$ cat config.mk
export PLATFORM = sky130hd
export DESIGN_NAME = mem_access_initiator
export DESIGN_NICKNAME = d
export VERILOG_FILES = /design/src/rtl/mem_access_initiator.sv
export SDC_FILE = /design/constraint.sdc
export NUM_CORES = 1
export LEC_CHECK = 0
export CORE_MARGIN = 5
export CORE_UTILIZATION = 45
export DETAILED_ROUTE_END_ITERATION = 8
export GPL_TIMING_DRIVEN = 0
export PLACE_DENSITY = 0.84
export SKIP_CTS_REPAIR_TIMING = 1
export SYNTH_ARGS = -nofsm -noshare
export SYNTH_HDL_FRONTEND = slang
export SYNTH_SLANG_ARGS = --single-unit
$ cat constraint.sdc
create_clock -name clk -period 3.64 [get_ports clk]
set_input_delay 0.546 -clock clk [delete_from_list [all_inputs] [get_ports clk]]
set_output_delay 0.546 -clock clk [all_outputs]
set_load 0.01 [all_outputs]
$ cat src/rtl/mem_access_initiator.sv
// Host-side initiator for the memory-cell control protocol: one request at a time, timeout error.
// Optional build macro RW_CHECK_EN adds a mem_rw versus op consistency check on mem_valid.
module mem_access_initiator #(
  parameter int unsigned ADDR_W  = 4,
  parameter int unsigned DATA_W  = 8,
  parameter int unsigned TIMEOUT = 15
) (
  input  logic              clk,
  input  logic              rst_n,
  input  logic              req_valid,
  output logic              req_ready,
  input  logic              req_op,
  input  logic [ADDR_W-1:0] req_addr,
  input  logic [DATA_W-1:0] req_wdata,
  output logic              resp_valid,
  output logic [DATA_W-1:0] resp_rdata,
  output logic              resp_err,
  output logic              mem_sel,
  output logic              mem_op,
  output logic [ADDR_W-1:0] mem_addr,
  output logic [DATA_W-1:0] mem_wdata,
  input  logic [DATA_W-1:0] mem_rdata,
  input  logic              mem_valid,
  input  logic              mem_rw
);

  localparam int unsigned    CntW   = $clog2(TIMEOUT + 1);
  localparam logic [CntW-1:0] CntMax = CntW'(TIMEOUT - 1);

  typedef enum logic [1:0] {StIdle, StIssue, StWait, StDone} state_e;

  state_e              state_q, state_d;
  logic                op_q, op_d;
  logic [ADDR_W-1:0]   addr_q, addr_d;
  logic [DATA_W-1:0]   wdata_q, wdata_d;
  logic [DATA_W-1:0]   rdata_q, rdata_d;
  logic                err_q, err_d;
  logic [CntW-1:0]     cnt_q, cnt_d;
  logic                rw_bad;

`ifdef RW_CHECK_EN
  // Controller reports rw=1 while writing/stable and rw=0 while reading.
  assign rw_bad = (mem_rw != op_q);
`else
  logic unused_mem_rw;
  assign unused_mem_rw = mem_rw;
  assign rw_bad        = 1'b0;
`endif

  always_ff @(posedge clk or negedge rst_n) begin
    if (!rst_n) begin
      state_q <= StIdle;
      op_q    <= 1'b0;
      addr_q  <= '0;
      wdata_q <= '0;
      rdata_q <= '0;
      err_q   <= 1'b0;
      cnt_q   <= '0;
    end else begin
      state_q <= state_d;
      op_q    <= op_d;
      addr_q  <= addr_d;
      wdata_q <= wdata_d;
      rdata_q <= rdata_d;
      err_q   <= err_d;
      cnt_q   <= cnt_d;
    end
  end

  always_comb begin
    state_d = state_q;
    unique case (state_q)
      StIdle:  if (req_valid) state_d = StIssue;
      StIssue: state_d = StWait;
      StWait:  if (mem_valid || (cnt_q == CntMax)) state_d = StDone;
      StDone:  state_d = StIdle;
      default: state_d = StIdle;
    endcase
  end

  always_comb begin
    op_d    = op_q;
    addr_d  = addr_q;
    wdata_d = wdata_q;
    rdata_d = rdata_q;
    err_d   = err_q;
    cnt_d   = cnt_q;
    unique case (state_q)
      StIdle: begin
        if (req_valid) begin
          op_d    = req_op;
          addr_d  = req_addr;
          wdata_d = req_wdata;
        end
      end
      StIssue: cnt_d = '0;
      StWait: begin
        // A late mem_valid beats the timeout on the final wait cycle.
        if (mem_valid) begin
          err_d   = rw_bad;
          rdata_d = (op_q || rw_bad) ? '0 : mem_rdata;
        end else if (cnt_q == CntMax) begin
          err_d   = 1'b1;
          rdata_d = '0;
        end else begin
          cnt_d = cnt_q + CntW'(1);
        end
      end
      default: ;
    endcase
  end

  always_comb begin
    req_ready  = 1'b0;
    mem_sel    = 1'b0;
    resp_valid = 1'b0;
    unique case (state_q)
      StIdle:  req_ready  = 1'b1;
      StIssue: mem_sel    = 1'b1;
      StWait:  mem_sel    = 1'b1;
      StDone:  resp_valid = 1'b1;
      default: ;
    endcase
  end

  assign mem_op     = op_q;
  assign mem_addr   = addr_q;
  assign mem_wdata  = wdata_q;
  assign resp_rdata = rdata_q;
  assign resp_err   = err_q;

endmodule

==> results of run 1 <==
-- cell usage in the layout (no fill, tap or decap), types with 2 or more instances in the layout --
master                            synthesis  final
sky130_fd_sc_hd__a22o_1                   8      8
sky130_fd_sc_hd__nor2b_1                  2      2
sky130_fd_sc_hd__ha_1                     6      6
sky130_fd_sc_hd__dfrtp_1                 28     28
sky130_fd_sc_hd__inv_1                    5      5
sky130_fd_sc_hd__clkbuf_4                 0      3
sky130_fd_sc_hd__nand2_1                  5      5
sky130_fd_sc_hd__a21oi_1                  2      2
sky130_fd_sc_hd__clkdlybuf4s50_1          0     49
sky130_fd_sc_hd__mux2_1                  14     14
-- logic make-up after synthesis --
family,after synthesis,share of synthesized area [%]
AOI/OAI and AO/OA,19,13.4
buffers and inverters,8,3.44
DFF,28,56.7
adders and majority gates,6,6.08
muxes,14,12.8
and+or+nand+nor,15,7.60
-- worst paths after layout --
path	slack [ns]	start	end
setup / recovery	1.43	state_q[0]$_DFFE_PN0P_	mem_sel
hold / removal	0.51	mem_addr[2]$_DFFE_PN0P_	mem_addr[2]$_DFFE_PN0P_
setup reg to reg	2.01	state_q[0]$_DFFE_PN0P_	mem_wdata[4]$_DFFE_PN0P_
hold reg to reg	0.51	mem_addr[2]$_DFFE_PN0P_	mem_addr[2]$_DFFE_PN0P_
max in group asynchronous	2.11	rst_n	resp_err$_DFFE_PN0P_
min in group asynchronous	0.83	rst_n	mem_wdata[2]$_DFFE_PN0P_
-- area by class of cell --
cell class                      instances  area [um^2]
Timing Repair Buffer                   49          490
Buffer                                  3         23.8
Tap cell                               31         38.8
Clock buffer                            3         22.5
Inverter                                5         18.8
Sequential cell                        28          701
Multi-Input combinational cell         54          492
Fill cell                             213          870
Clock inverter                          1         30.0
-- critical path: cells and delay by family, from the launching register on --
family	cells	cell delay (ns)
buffers and inverters	2	0.62
DFF	1	0.43
adders and majority gates	1	0.29
-- sequential cells by signal (all words and copies together) (netlist names) --
register / flops
cnt_q: 4
mem_addr: 4
mem_op: 1
mem_wdata: 8
resp_err: 1
resp_rdata: 8
state_q: 2
-- power by group --
group          internal, mW  switching (mW)  total (mW)
combinational         0.401           0.286       0.686
clock                 0.111          0.0912       0.203
sequential            0.443          0.0897       0.533
-- Yosys cell counts (all sizes together) (2+ instances only) --
library cell	number
dfrtp	28
mux2	14
a22o	8
ha	6
inv	5
nand2	5
a21oi	3
buf	3
a31oi	2
nor2	2
nor2b	2
-- metrics by stage --
step | setup slack, ns | total power, mW | std cells | instance area, um^2 | hold slack [ns]
after global routing | 1.33 | 1.52 | 174 | 1820 | 0.532
after CTS | 1.39 | 1.44 | 174 | 1820 | 0.523
final | 1.43 | 1.42 | 174 | 1820 | 0.514
after detailed placement | 1.62 | 1.23 | 170 | 1760 | 0.486
after floorplan | 2.14 | 0.869 | 90 | 1230 | 0.250
after global placement | 1.63 | 1.20 | 170 | 1760 | 0.474
-- per-layer routing --
layer	routed length, um	up-vias
met1	1150	443
met2	1390	30
li1	-	431
met3	232	0
met4	0	0
met5	0	-
==> run_results.csv, run 1 <==
group,metric,value,unit
global_routing,grt_first_pass_wirelength,4780,um
critical_path,critPathArrivalTime,1.67,ns
detailed_routing,detail_route.drc_violations,0,
sta,timing.final.setup_violations,0,
final_layout,post-route-util,67.6,%
clock_tree,cts_buffers,3,
critical_path,cp_data_required_time,3.09,ns
synth,synthesis.yosys.warnings,0,
clock_tree,clock_tree.htree_level_count,1,
detailed_routing,drt_wl_total,2770,um
critical_path,crit_path_start_kind,"register",
final_layout,drive_above_1_share,7.69,%
synth,seq_area_frac_synth,56.7,%
global_routing,grt.met2_usage,25.6,%
final_layout,antenna_diode_count,0,
critical_path,worstSetupPathType,"register to primary output",
sta,worst_clock_skew,0.00434,ns
synth,synth_fp_nets,122,
detailed_routing,wl_per_cell,15.9,um
global_routing,grt_max_degree,29,
global_routing,grt_overflow_total,0,
floorplan,row_count,19,
synth,synth_edf_count,0,
sta,tns,0,ns
sta,post-route-period-util,60.8,%
synth,synth_cell_type_count,28,
clock_tree,cts_root_buf,"sky130_fd_sc_hd__clkbuf_4",
synth,synthFlopType,"sky130_fd_sc_hd__dfrtp_1",
detailed_routing,drt_pass1_iterations,4,
critical_path,end_kind,"primary output",
global_routing,grt.total_usage,15.0,%
sta,slew-limit-headroom,20.7,%
placed_design,gp_congestion,0.792,
clock_tree,clockBufferDepth,2,
power,power_density,782,nW/um^2
synth,synth_top_cell_area_share,56.7,%
power,cellLeakagePower,0.794,nW
synth,synthesis.area,1230,um^2
critical_path,rr_worst_depth,5,
global_routing,number_of_antenna_violations_at_the_first_check_in_global_routing,0,
final_layout,finish.net_count,176,
min_path,hp-class,"register to register",
global_routing,met1_track_demand_over_resource,17.1,%
synth,synth.avg_cell_area,13.7,um^2
synth,synthArstFlopShare,100,%
sta,grt_setup_unrepaired,"false",
detailed_routing,total_number_of_vias,904,
sta,worstMarginPinSlew,1.19,ns
floorplan,die-area,3890,um^2
critical_path,cp_slowest_stage_delay,0.54,ns
clock_tree,clkLatencyLatePin,0.32,ns
synth,synth_top_cells_by_area,"sky130_fd_sc_hd__dfrtp_1 57%, sky130_fd_sc_hd__mux2_1 13%, sky130_fd_sc_hd__ha_1 6.1%, sky130_fd_sc_hd__a22o_1 5.7%, sky130_fd_sc_hd__a31oi_4 1.7%",
synth,synth-seq-cells,28,
global_routing,groute.layer.met3.usage,6.47,%
floorplan,die_y,62.4,um
placed_design,dpl.hpwl,2140,um
power,vdd_drop_max,0.000598,V
run_status,run_status,"complete, no violations",
final_layout,syn2layout_area_growth,47.1,%
floorplan,core,2690,um^2
global_routing,busiest_layer,"met2",
detailed_routing,antenna_violation_net_count_after_detailed_routing,0,
sta,max_freq,0.452,GHz
synth,syn_inst,90,
critical_path,critical_path_peak_fanout,4,
floorplan,num_io_pins,51,
floorplan,fp.dieW,62.4,um
clock_tree,tritoncts_clock_tree,"built",
placed_design,io_buffer_count,49,
detailed_routing,drt-initial-drc-count,25,
critical_path,path_cells,"inv_1, ha_1, clkdlybuf4s50_1",
floorplan,floorplan.initialDensity,46.0,%
clock_tree,cts_sinks,28,
run,timing.max_cap.violations,0,
min_path,min_path_cells,1,
global_routing,grt_pass1_vias,993,
sta,minimum_period_implied_by_the_final_worst_setup_slack,2.21,ns
detailed_routing,via_per_inst,5.20,
sta,finalHoldViolCount,0,
critical_path,crit_path_slowest_cell,"sky130_fd_sc_hd__clkdlybuf4s50_1",
synth,synth_largest_area_cell,"sky130_fd_sc_hd__dfrtp_1",
sta,final_max_slew_viol_count,0,
clock_tree,cts.reportedPaths.clkPinSlew,0.15,ns
(Power assumes the default switching activity.)
==> run 2, diff against run 1 <==
--- a/config.mk
+++ b/config.mk
@@ -6,10 +6,10 @@
 export NUM_CORES = 1
 export LEC_CHECK = 0
 export CORE_MARGIN = 5
-export CORE_UTILIZATION = 45
+export CORE_UTILIZATION = 42
 export DETAILED_ROUTE_END_ITERATION = 8
 export GPL_TIMING_DRIVEN = 0
-export PLACE_DENSITY = 0.84
+export PLACE_DENSITY = 0.79
 export SKIP_CTS_REPAIR_TIMING = 1
 export SYNTH_ARGS = -nofsm -noshare
 export SYNTH_HDL_FRONTEND = slang
==> constraint.sdc (replaced) <==
create_clock -name clk -period 2.3 [get_ports clk]
set_input_delay 0.345 -clock clk [delete_from_list [all_inputs] [get_ports clk]]
set_output_delay 0.345 -clock clk [all_outputs]
set_load 0.01 [all_outputs]
==> run 2 against run 1 <==
Via count down 0.22%; total power increased by 52%; critical path depth did not move; first-iteration DRC count is 36% lower; clock skew is 0.0025 ns lower; worst hold slack got worse by 0.51 ns; non-clock buffer count unchanged; register-to-register slack got worse by 1.3 ns; critical endpoint unchanged; largest power group unchanged.
==> run_results.csv, run 2 (same netlist as run 1, synthesis figures left out) <==
group,metric,value,unit
run_status,run_status,"complete, no violations",
critical_path,critical_path.endpoint,"mem_sel",
detailed_routing,drt-initial-drc-count,16,
critical_path,rr_worst_depth,5,
sta,timing.final.setup_violations,0,
power,p_int,1.43,mW
final_layout,drive_above_1_share,8.39,%
critical_path,cp_slowest_stage_delay,0.54,ns
final_layout,design_area,1800,um^2
floorplan,core,2780,um^2
sta,timing.final.ws_setup,0.289,ns
critical_path,critPathLaunch,"state_q[0]$_DFFE_PN0P_",
floorplan,floorplan.initialDensity,44.4,%
global_routing,grt_overflow_total,0,
sta,minimum_period_implied_by_the_final_worst_setup_slack,2.01,ns
critical_path,worstSetupPathType,"register to primary output",
global_routing,grt_max_degree,29,
power,total_power,2.15,mW
final_layout,antenna_diode_count,0,
power,switching_power,723,uW
sta,post-route-period-util,87.4,%
placed_design,io_buffer_count,49,
sta,max_freq,0.497,GHz
sta,worst_clock_skew,0.00184,ns
sta,slew-limit-headroom,58.8,%
clock_tree,cts_sinks,28,
critical_path,crit_path_start_kind,"register",
floorplan,row_count,19,
global_routing,grt_first_pass_wirelength,4530,um
global_routing,number_of_antenna_violations_at_the_first_check_in_global_routing,0,
critical_path,reg2reg_slack,0.69,ns
detailed_routing,via_per_inst,5.18,
power,combinationalPowerShare,49.9,%
clock_tree,cts.reportedPaths.clkPinSlew,0.14,ns
critical_path,critical_path_peak_fanout,4,
clock_tree,clock_tree.htree_level_count,1,
power,clock_power_share,11.2,%
power,power_switching_share,33.6,%
floorplan,die_y,64.2,um
critical_path,end_kind,"primary output",
clock_tree,clockBufferDepth,2,
sta,final_max_slew_viol_count,0,
floorplan,die-area,4120,um^2
critical_path,critPathArrivalTime,1.67,ns
run,timing.max_cap.violations,0,
global_routing,grt_pass1_vias,967,
clock_tree,cts_root_buf,"sky130_fd_sc_hd__clkbuf_4",
power,cellLeakagePower,0.787,nW
power,power_density,1200,nW/um^2
detailed_routing,total_number_of_vias,902,
power,pwr-share-seq,38.8,%
min_path,hp-class,"input port to asynchronous set/reset pin",
power,vdd_drop_max,0.000897,V
placed_design,dpl.hpwl,2160,um
sta,tns,0,ns
clock_tree,tritoncts_clock_tree,"built",
sta,worstMarginPinSlew,0.619,ns
detailed_routing,antenna_violation_net_count_after_detailed_routing,0,
detailed_routing,drt_pass1_iterations,2,
detailed_routing,wl_per_cell,15.7,um
final_layout,mostFrequentLayoutCells,"48 x sky130_fd_sc_hd__clkdlybuf4s50_1, 28 x sky130_fd_sc_hd__dfrtp_1, 14 x sky130_fd_sc_hd__mux2_1, 8 x sky130_fd_sc_hd__a22o_1, 6 x sky130_fd_sc_hd__ha_1",
critical_path,critical_path.reg2reg.startpoint,"state_q[0]$_DFFE_PN0P_",
sta,finalHoldViolCount,0,
floorplan,fp.dieW,64.2,um
floorplan,num_io_pins,51,
placed_design,gp_congestion,0.795,
placed_design,place_area,1760,um^2
final_layout,layout_commonest_cell,"sky130_fd_sc_hd__clkdlybuf4s50_1",
placed_design,pre_cts_ws,0.444,ns
clock_tree,clkLatencyLatePin,0.33,ns
final_layout,fill_cells,227,
detailed_routing,detail_route.drc_violations,0,
critical_path,ff_to_ff_end,"mem_wdata[6]$_DFFE_PN0P_",
detailed_routing,drt_wl_total,2740,um
global_routing,grt.total_usage,14.0,%
sta,grt_setup_unrepaired,"false",
critical_path,path_cells,"inv_1, ha_1, clkdlybuf4s50_1",
critical_path,cp_data_required_time,1.96,ns
final_layout,syn2layout_area_growth,45.4,%
critical_path,crit_path_slowest_cell,"sky130_fd_sc_hd__clkdlybuf4s50_1",
clock_tree,cts_buffers,3,
final_layout,finish.net_count,176,
## run 2: cell types whose count changed in the layout (fill, tap and decap cells not counted), sizes merged
| cell | delta |
|---|---|
| buf | +1 |
| bufinv | -1 |
| clkdlybuf4s50 | -1 |
| clkbuf | +1 |
## run 2: power groups by stage
stage	combinational, mW	clock, mW	sequential [mW]
6_report	1.08	0.242	0.836
5_1_grt	1.17	0.275	0.864
3_3_place_gp	1.07	0	0.833
2_1_floorplan	0.463	0	0.912
3_5_place_dp	1.10	0	0.850
4_1_cts	1.10	0.254	0.838
## run 2: final cells by class
type / instances / area [um^2] / area share [%]
Inverter: 5 / 18.8 / 1.05
Buffer: 3 / 23.8 / 1.32
Timing Repair Buffer: 49 / 485 / 27.0
Sequential cell: 28 / 701 / 39.0
Clock buffer: 4 / 36.3 / 2.02
Tap cell: 31 / 38.8 / 2.16
Multi-Input combinational cell: 54 / 492 / 27.4
## run 2: worst max-delay path, delay by kind of cell, from the launching register on
family     cells  cell delay, ns
flops          1            0.43
buf+inv        2            0.62
fa+ha+maj      1            0.29
## run 2: layer usage
layer	vias to the layer above	wire (um)	track usage, %
met2	26	1470	25.0
met4	0	36	5.34
met1	443	1030	14.9
met5	-	0	0
met3	4	208	5.25
li1	429	-	-
## run 2: per-stage QoR
| step | std cells | hold WS (ns) | utilization, % |
|---|---|---|---|
| floorplan | 90 | 0.0494 | - |
| global placement | 170 | 0.475 | 63.4 |
| detailed placement | 170 | 0.484 | 63.4 |
| CTS | 174 | 0.515 | 64.7 |
| global route | 174 | 0.0352 | 64.6 |
| finish | 174 | 0.000211 | 64.6 |
## run 2: how the worst min path moves through the flow
stage	start	end	slack, ns	depth (start not counted)
after floorplan	rst_n	cnt_q[0]$_DFFE_PN0P_	0.05	0
after global placement	mem_addr[3]$_DFFE_PN0P_	mem_addr[3]$_DFFE_PN0P_	0.47	1
after detailed placement	mem_wdata[0]$_DFFE_PN0P_	mem_wdata[0]$_DFFE_PN0P_	0.48	1
after CTS	mem_addr[2]$_DFFE_PN0P_	mem_addr[2]$_DFFE_PN0P_	0.52	1
after global routing	rst_n	cnt_q[3]$_DFFE_PN0P_	0.04	1
final	rst_n	state_q[0]$_DFFE_PN0P_	0.0002	1
